<file path="src/rtl/fetch_defs.sv">
// Shared definitions for the fetch-stage controller: state and redirect-source
// encodings, boot/exception addresses and the redirect priority helper.
package fetch_defs;

  typedef enum logic [1:0] {
    ST_RUN  = 2'd0,
    ST_HOLD = 2'd1,
    ST_HALT = 2'd2
  } fetch_state_e;

  typedef enum logic [1:0] {
    SRC_NONE = 2'd0,
    SRC_BR   = 2'd1,
    SRC_J    = 2'd2,
    SRC_JR   = 2'd3
  } redir_src_e;

  localparam logic [31:0] INIT_PC_DEFAULT    = 32'h0000_3000;
  localparam logic [31:0] EXC_VECTOR_DEFAULT = 32'h0000_4180;

  // Simultaneous redirects are legal; the register jump wins, then j, then branch.
  function automatic redir_src_e redir_select(input logic jr, input logic j, input logic br);
    if (jr)      return SRC_JR;
    else if (j)  return SRC_J;
    else if (br) return SRC_BR;
    else         return SRC_NONE;
  endfunction

endpackage

</file>
<file path="src/rtl/sat_counter.sv">
// Saturating up-counter with asynchronous active-low clear; sticks at all-ones.
module sat_counter #(
  parameter int WIDTH = 32
) (
  input  logic             clk,
  input  logic             clr_n,
  input  logic             inc,
  output logic [WIDTH-1:0] cnt
);

  logic [WIDTH-1:0] r_cnt;

  // NOTE: state registers use non-blocking assignments so every flop samples pre-edge values.
  always_ff @(posedge clk or negedge clr_n) begin
    if (!clr_n)
      r_cnt <= '0;
    else if (inc && !(&r_cnt))
      r_cnt <= r_cnt + 1'b1;
  end

  assign cnt = r_cnt;

endmodule

</file>
<file path="src/rtl/fetch_sequencer.sv">
// Fetch-stage controller: next-PC selection, redirect buffering across stalls,
// fetch halt and stall-cycle counting.
module fetch_sequencer
  import fetch_defs::*;
#(
  parameter logic [31:0] INIT_PC    = INIT_PC_DEFAULT,
  parameter logic [31:0] EXC_VECTOR = EXC_VECTOR_DEFAULT,
  parameter int          CNT_W      = 32
) (
  input  logic             clk,
  input  logic             reset,
  input  logic [31:0]      pc,
  input  logic             stall,
  input  logic             br_taken,
  input  logic [31:0]      br_target,
  input  logic             j_valid,
  input  logic [31:0]      j_target,
  input  logic             jr_valid,
  input  logic [31:0]      jr_target,
  input  logic             exc_req,
  input  logic             eret,
  input  logic [31:0]      epc,
  input  logic             halt_req,
  output logic [31:0]      npc,
  output logic             pc_en,
  output logic             ifid_en,
  output logic             ifid_flush,
  output logic             adel,
  output logic             halted,
  output logic [CNT_W-1:0] stall_cnt
);

  fetch_state_e r_state, w_next_state;
  logic [31:0]  r_pend_target, w_pend_next;
  logic         r_halted;

  redir_src_e   w_src;
  logic [31:0]  w_redir_target, w_sel, w_npc;
  logic         w_pc_en, w_ifid_en, w_flush, w_adel, w_stall_inc;

  assign w_src = redir_select(jr_valid, j_valid, br_taken);

  always_comb begin
    case (w_src)
      SRC_JR:  w_redir_target = jr_target;
      SRC_J:   w_redir_target = j_target;
      SRC_BR:  w_redir_target = br_target;
      default: w_redir_target = pc + 32'd4;
    endcase
  end

  // NOTE: every signal gets a default up front so no path through the priority chain infers a latch.
  always_comb begin
    w_next_state = r_state;
    w_pend_next  = r_pend_target;
    w_sel        = pc + 32'd4;
    w_pc_en      = 1'b1;
    w_ifid_en    = 1'b1;
    w_flush      = 1'b0;
    if (r_state == ST_HALT) begin
      w_sel     = pc;
      w_pc_en   = 1'b0;
      w_ifid_en = 1'b0;
      w_flush   = 1'b1;
    end else if (exc_req || eret) begin
      w_sel        = exc_req ? EXC_VECTOR : epc;
      w_flush      = 1'b1;
      w_next_state = ST_RUN;
      w_pend_next  = '0;
    end else if (stall) begin
      w_sel     = pc;
      w_pc_en   = 1'b0;
      w_ifid_en = 1'b0;
      // Only the first redirect seen during a stall is kept.
      if (r_state == ST_RUN && w_src != SRC_NONE) begin
        w_next_state = ST_HOLD;
        w_pend_next  = w_redir_target;
      end
    end else if (r_state == ST_HOLD) begin
      w_sel        = r_pend_target;
      w_next_state = ST_RUN;
    end else if (w_src != SRC_NONE) begin
      w_sel = w_redir_target;
    end
    if (halt_req)
      w_next_state = ST_HALT;
  end

  // Misaligned targets are only meaningful when the PC is actually written.
  assign w_adel      = w_pc_en && (w_sel[1:0] != 2'b00);
  assign w_npc       = w_adel ? EXC_VECTOR : w_sel;
  assign w_stall_inc = (r_state != ST_HALT) && stall && !exc_req && !eret;

  always_ff @(posedge clk or negedge reset) begin
    if (!reset) begin
      r_state       <= ST_RUN;
      r_pend_target <= '0;
      r_halted      <= 1'b0;
    end else begin
      r_state       <= w_next_state;
      r_pend_target <= w_pend_next;
      r_halted      <= (w_next_state == ST_HALT);
    end
  end

  // While reset is low the PC register is held at the boot address and IF/ID is flushed.
  assign npc        = reset ? w_npc : INIT_PC;
  assign pc_en      = reset & w_pc_en;
  assign ifid_en    = reset & w_ifid_en;
  assign ifid_flush = ~reset | w_flush | w_adel;
  assign adel       = reset & w_adel;
  assign halted     = r_halted;

  sat_counter #(
    .WIDTH (CNT_W)
  ) u_stall_cnt (
    .clk   (clk),
    .clr_n (reset),
    .inc   (w_stall_inc),
    .cnt   (stall_cnt)
  );

endmodule

</file>
<file path="config.mk">
export PLATFORM = sky130hd
export DESIGN_NAME = fetch_sequencer
export DESIGN_NICKNAME = d
export VERILOG_FILES = /design/src/rtl/fetch_defs.sv /design/src/rtl/sat_counter.sv /design/src/rtl/fetch_sequencer.sv
export SDC_FILE = /design/constraint.sdc
export NUM_CORES = 1
export LEC_CHECK = 0
export CAP_MARGIN = 0
export CORE_ASPECT_RATIO = 1.75
export CORE_MARGIN = 1
export CORE_UTILIZATION = 47
export DETAILED_ROUTE_END_ITERATION = 8
export PLACE_DENSITY = 0.95
export SLEW_MARGIN = 5
export SYNTH_ARGS = -nofsm -noshare
export SYNTH_HDL_FRONTEND = slang
export SYNTH_SLANG_ARGS = --single-unit
</file>
<file path="constraint.sdc">
create_clock -name clk -period 5.3 [get_ports clk]
set_input_delay 1.06 -clock clk [delete_from_list [all_inputs] [get_ports clk]]
set_output_delay 1.06 -clock clk [all_outputs]
set_load 0.01 [all_outputs]
</file>
---- Word level (Yosys, flattened, before mapping) ----
Cells that the tools add are included.
word-level totals
  logic and storage cells ................. 62
  bits of input ports ..................... 169
  output and inout port bits .............. 69
  flip-flop bits (word level) ............. 67
  memories kept ........................... 0
  ROM bits ................................ 0
  RAM bits ................................ 0
  bits in latches ......................... 0
cells by class
  bitwise gates (word level) .............. 6
  divide/modulo/power cells ............... 0
  order comparisons ....................... 0
  multiplexer cells ....................... 26
  reduce and logical (&&, ||, !) cells .... 17
  add/subtract/negate cells ............... 2
  multiply operators ...................... 0
  equality and inequality tests ........... 7
  shifts and indexed selects .............. 0
operator list
  kind                                                  number
  2-to-1 mux 32 bit                                     11
  case mux 32 bit (3 select lines)                      1
  adder 32 x 1 -> 32 bit (second input constant)        1
  adder 32 x 3 -> 32 bit (second input constant)        1
  AND reduction 32 bit                                  1
  2-to-1 mux 2 bit                                      8
  equality test 2 bit (second input constant)           4
  nonzero test 2 bit                                    4
  logical AND 1 bit                                     6
  2-to-1 mux 1 bit                                      6
  equality test 2 x 1 -> 1 bit (second input constant)  2
  zero test 1 bit                                       3
  AND reduction 3 bit                                   1
  AND 1 bit                                             2
  zero test 2 bit                                       1
  inequality test 2 bit (second input constant)         1
  NOT 1 bit                                             2
  OR 1 bit                                              2
  logical OR 1 bit                                      1

---- Longest topological paths before layout ----
  depth after elaboration ................. 14
  gate-level depth with buffers ........... 9
  depth with buffers taken out ............ 7

---- Cells and area by module ----
Synthesis repeated with hierarchy kept, for this count alone.
unflattened totals
  cell total of the unflattened synthesis .. 771
  area total of the unflattened synthesis .. 6,138.4 um^2
by module, submodules not included
  module           instances  area each (um^2)  cells each  seq. area each (um^2)
  fetch_sequencer  1          4,558.1           625         875.8
  sat_counter      1          1,580.3           146         800.8

---- Worst setup path after synthesis ----
Ideal clock, no wire load.
  path type ............................... input -> output
  from .................................... in exc_req
  to ...................................... out npc[25]
  cell stages on the path ................. 8
  path slack .............................. 1.373 ns
  required time ........................... 4.240 ns
  buffers on the path ..................... 2
  data arrival time ....................... 2.867 ns
  cell sequence ........................... buf_2 > or3_1 > buf_6 > a21oi_1 > o21ai_0 > a32oi_2 > nand2_4 > nor4b_1
on the way
  word-level cells in the longest chain between the ends .. 7
  elaborated cells on any way between the ends .. 10
  those cells by class .................... 7 x mux; 3 x reduce/logical
ends and longest elaborated chain
  element                                                line                                          text
  from (decl)                                            fetch_sequencer.sv:20                         input logic exc_req,
  2-to-1 mux 32 bit or logical OR 1 bit (tied branches)  fetch_sequencer.sv:66, fetch_sequencer.sv:65
  2-to-1 mux 32 bit                                      fetch_sequencer.sv:65                         end else if (exc_req || eret) begin
  2-to-1 mux 32 bit                                      fetch_sequencer.sv:60                         if (r_state == ST_HALT) begin
  nonzero test 2 bit                                     fetch_sequencer.sv:90                         assign w_adel = w_pc_en && (w_sel[1:0] != 2'b00);
  logical AND 1 bit                                      fetch_sequencer.sv:90
  2-to-1 mux 32 bit (*)                                  fetch_sequencer.sv:91                         assign w_npc = w_adel ? EXC_VECTOR : w_sel;
  2-to-1 mux 32 bit (*)                                  fetch_sequencer.sv:107                        assign npc = reset ? w_npc : INIT_PC;
  to (decl)                                              fetch_sequencer.sv:24                         output logic [31:0] npc,
Every way passes the cells marked *; elsewhere a longest branch is shown, timed or not.

---- Worst setup path after layout ----
  from .................................... in br_taken
  to ...................................... out npc[24]
on the way
  word-level cells in the longest chain between the ends .. 14
  elaborated cells on any way between the ends .. 17
  those cells by class .................... 3 x eq/ne; 11 x mux; 3 x reduce/logical
ends and longest elaborated chain
  element                                                              line                    text
  from (decl)                                                          fetch_sequencer.sv:14   input logic br_taken,
  2-to-1 mux 1 bit (*)                                                 fetch_defs.sv:25        else if (br) return SRC_BR;
  2-to-1 mux 2 bit (*)                                                 fetch_defs.sv:24        else if (j) return SRC_J;
  2-to-1 mux 2 bit (*)                                                 fetch_defs.sv:23        if (jr) return SRC_JR;
  equality test 2 x 1 -> 1 bit or equality test 2 bit (tied branches)  fetch_sequencer.sv:44   case (w_src)
  case mux 32 bit (3 select lines)                                     fetch_sequencer.sv:44
  2-to-1 mux 32 bit (*)                                                fetch_sequencer.sv:82   end else if (w_src != SRC_NONE) begin
  2-to-1 mux 32 bit (*)                                                fetch_sequencer.sv:79   end else if (r_state == ST_HOLD) begin
  2-to-1 mux 32 bit (*)                                                fetch_sequencer.sv:70   end else if (stall) begin
  2-to-1 mux 32 bit (*)                                                fetch_sequencer.sv:65
  2-to-1 mux 32 bit (*)                                                fetch_sequencer.sv:60
  nonzero test 2 bit                                                   fetch_sequencer.sv:90
  logical AND 1 bit                                                    fetch_sequencer.sv:90
  2-to-1 mux 32 bit (*)                                                fetch_sequencer.sv:91
  2-to-1 mux 32 bit (*)                                                fetch_sequencer.sv:107
Marked as above.

==> impl_results.md <==
* Leading post-synthesis cells by cell area: sky130_fd_sc_hd__dfrtp_1 (30%), sky130_fd_sc_hd__nand2_1 (6.3%), sky130_fd_sc_hd__xnor2_1 (5.3%)
* Largest net degree at the start of global routing at 59
* Overall routing resource usage at 38.3%
* Switching power at 413 uW
* Startpoint kind of the worst setup timing path: input pin
* Wire length of the first global-routing pass at 36,900 um
* Seq pwr share at 31.5%
* Share of the core filled with cells in the final layout at 73.7%
* Top cells by count, synth: sky130_fd_sc_hd__nand2_1 (95), sky130_fd_sc_hd__dfrtp_1 (67), sky130_fd_sc_hd__nor2_1 (55), sky130_fd_sc_hd__o21ai_0 (49), sky130_fd_sc_hd__xnor2_1 (34)
* Count of unresolved DRC violations after routing at 12
* I/O pin total at 238
* Clock tree sinks at 67
* DRC violation total after the first TritonRoute iteration at 1,021
* Drt first pass iters at 9
* Placement Cell Area at 0.00820 mm^2
* Number of buffers inserted by port buffering at 237
* Number of cells produced by synthesis at 716
* Sw Ratio at 25.1%
* Number of max-slew violations in the final report at 0
* Slew margin rel. at 19.7%
* Part of the cycle the worst path needs at 95.9%
* Net count after synthesis at 887
* Max stage delay on crit path at 0.58 ns
* Number of buffers added for setup after CTS at 0
* Failing checks: design-rule violations
* Via count of the first global-routing pass at 7,150
* Final hold violation count at 0
* Maximum Capacitance Violations at 0
* Detailed Route WL at 23,900 um
* Vias after detailed routing at 7,304
* Cell type of the slowest stage on the worst timing path: sky130_fd_sc_hd__clkdlybuf4s50_1
* Number of synthesized flops with an enable pin at 0
* CTS root buf: sky130_fd_sc_hd__clkbuf_16
* Hold Buf Count CTS at 0
* Post_cts resized at 0
* Min Clock Period, post-route at 5.08 ns
* Overall power after layout at 1.65 mW
* Portion of the post-synthesis area used by sequential elements at 29.6%
* Hold crit path type: flop to flop
* Per-cell via count in the routed design at 6.69
* Starting Density at 48.6%
* Asr flop ratio synth at 100%
* Slew @ Worst Pin at 1.21 ns
* Pwr Density at 192 mW/mm^2
* Clock buffer count from CTS at 9
* Maximum clock insertion buffer count at 2
* Worst Skew at 0.00714 ns
* Relative contribution of combinational cells to total power at 22.5%
* Remaining number of nets flagged by the antenna check after routing at 0
* Clock slew at the register clock pins of the worst setup and hold paths at 0.06 ns
* Layout Area Growth over Synthesis at 51.5%
* Max Freq at 197 MHz
* Area fraction of the dominant cell type after synthesis at 29.6%
* Die Footprint at 0.0125 mm^2
* Die Y at 147 um
* H-tree depth at 3
* Data arrival time of the critical path at 4.02 ns
* Cell taking the most area after synthesis: sky130_fd_sc_hd__dfrtp_1
* DIE WIDTH at 85.0 um
* Worst setup path category: input pin to output pin
* Routed length per placed instance at 21.9 um
* Synthesized area per cell at 7.91 um^2
* Data required time at the worst endpoint at 4.24 ns
* Net count of the finished layout at 1,121
* Final setup TNS at 0 ns
* Status: complete, but fails checks
* Design internal power at 1.23 mW
* Minimum setup slack in the final design at 0.217 ns
* Synth warnings at 0
* Type of destination of the critical path: output pin
* Count of standard-cell rows at 52
* Reported leakage power at 3.29 nW
* CP cell instances: clkdlybuf4s50_1, or3_2, o21ai_0, o21ai_0, a32oi_2, nand2_4, buf_4, nor3_1, clkdlybuf4s50_1
* Library cells used by synthesis at 77
* Proportion of power drawn by the clock network at 46.0%
* Most used flip-flop cell after synthesis: sky130_fd_sc_hd__dfrtp_1
* Flip-flop and latch count after synthesis at 67
* CTS tree: done
* HPWL Detailed at 17,700 um
* Summed area of non-filler cells in the final layout at 0.00858 mm^2
* Post-place setup slack at 0.244 ns
* Maximum resistive drop on vdd at 0.154 mV
* RD Place Congestion at 0.982
* Unrepaired setup endpoints after global routing: false
* Maximum fanout along the worst path at 19
* Cell area after synthesis at 0.00566 mm^2
* Share of post-route cells with drive strength above 1 at 8.59%
* Clock insertion delay at the later pin of the skew report at 0.35 ns
* Antenna violations before repair at 1
* Library cell with the highest instance count after synthesis: sky130_fd_sc_hd__nand2_1
* Area of the core region at 0.0116 mm^2
* Final setup viols at 0
* Congestion Overflow GR at 0
==> power groups by stage <==
stage / sequential (mW) / combinational [mW] / clock [mW]
finish: 0.518 / 0.371 / 0.757
global route: 0.518 / 0.391 / 0.776
CTS: 0.518 / 0.362 / 0.751
detailed placement: 0.527 / 0.359 / 0
global placement: 0.527 / 0.356 / 0
floorplan: 0.526 / 0.134 / 0
==> per-layer routing <==
metal  vias to the layer above  part of all wire, %  GRT usage (%)
li1                       3175                    -              -
met5                         -                    0              0
met4                         0                  8.2           28.5
met2                       607                   49           65.1
met1                      3338                   33           41.3
met3                       184                   10           7.75
==> kinds of logic (layout without fill, tap and decap cells) <==
kind of cell | after synthesis | after routing | share of synthesized area, %
flops | 67 | 67 | 29.6
buf+inv | 64 | 303 | 5.68
xor+xnor | 47 | 47 | 7.27
simple gates | 288 | 288 | 26.3
compound gates | 246 | 246 | 30.3
mux | 2 | 2 | 0.398
other cells | 0 | 1 | 0
fa+ha+maj | 2 | 2 | 0.442
==> through the flow <==
stage / hold slack [ns] / std cells
floorplan: 0.445 / 716
global placement: 0.463 / 1074
detailed placement: 0.470 / 1074
CTS: 0.487 / 1090
global route: 0.512 / 1091
finish: 0.489 / 1091
==> critical path: cells and delay by family <==
kind	cells	cell delay, ns
simple gates	3	0.99
compound gates	3	0.63
buf+inv	3	1.35
==> flip-flops by register name (all words and copies together) (netlist names) <==
| name | count |
|---|---|
| r_pend_target | 32 |
| r_state | 2 |
| u_stall_cnt.cnt | 32 |
| halted | 1 |
==> path summary, 6_finish.rpt <==
path | endpoint | startpoint | depth (start not counted) | slack [ns]
setup / recovery | npc[24] | br_taken | 9 | 0.22
hold / removal | r_pend_target[28]$_DFFE_PN0P_ | r_pend_target[28]$_DFFE_PN0P_ | 2 | 0.49
setup reg to reg | u_stall_cnt.cnt[24]$_DFFE_PN0P_ | r_state[0]$_DFF_PN0_ | 7 | 2.60
hold reg to reg | r_pend_target[28]$_DFFE_PN0P_ | r_pend_target[28]$_DFFE_PN0P_ | 2 | 0.49
max in group asynchronous | u_stall_cnt.cnt[18]$_DFFE_PN0P_ | reset | 3 | 3.58
min in group asynchronous | r_pend_target[18]$_DFFE_PN0P_ | reset | 2 | 0.89
==> layout by cell type, fill, tap and decap left out, types with 13 or more instances in the layout <==
cell and n:
sky130_fd_sc_hd__dfrtp_1 67, sky130_fd_sc_hd__nand2_1 95, sky130_fd_sc_hd__o22ai_1 32, sky130_fd_sc_hd__buf_4 36
sky130_fd_sc_hd__xor2_1 13, sky130_fd_sc_hd__o21ai_0 49, sky130_fd_sc_hd__o21a_1 17, sky130_fd_sc_hd__nand4_1 22
sky130_fd_sc_hd__a211oi_1 13, sky130_fd_sc_hd__a22o_1 19, sky130_fd_sc_hd__clkdlybuf4s50_1 235, sky130_fd_sc_hd__nor3_1 20
sky130_fd_sc_hd__nor2_1 55, sky130_fd_sc_hd__nand3_1 24, sky130_fd_sc_hd__xnor2_1 34, sky130_fd_sc_hd__a21oi_1 31
==> final cells by class <==
class                           count  area [um^2]
Inverter                           14         52.6
Fill cell                         840         3070
Timing Repair Buffer              273         2630
Multi-Input combinational cell    585         3670
Tap cell                          135          169
Clock inverter                      6          136
Clock buffer                       10          239
Sequential cell                    67         1680
Antenna cell                        1         2.50
(Power assumes the default switching activity.)
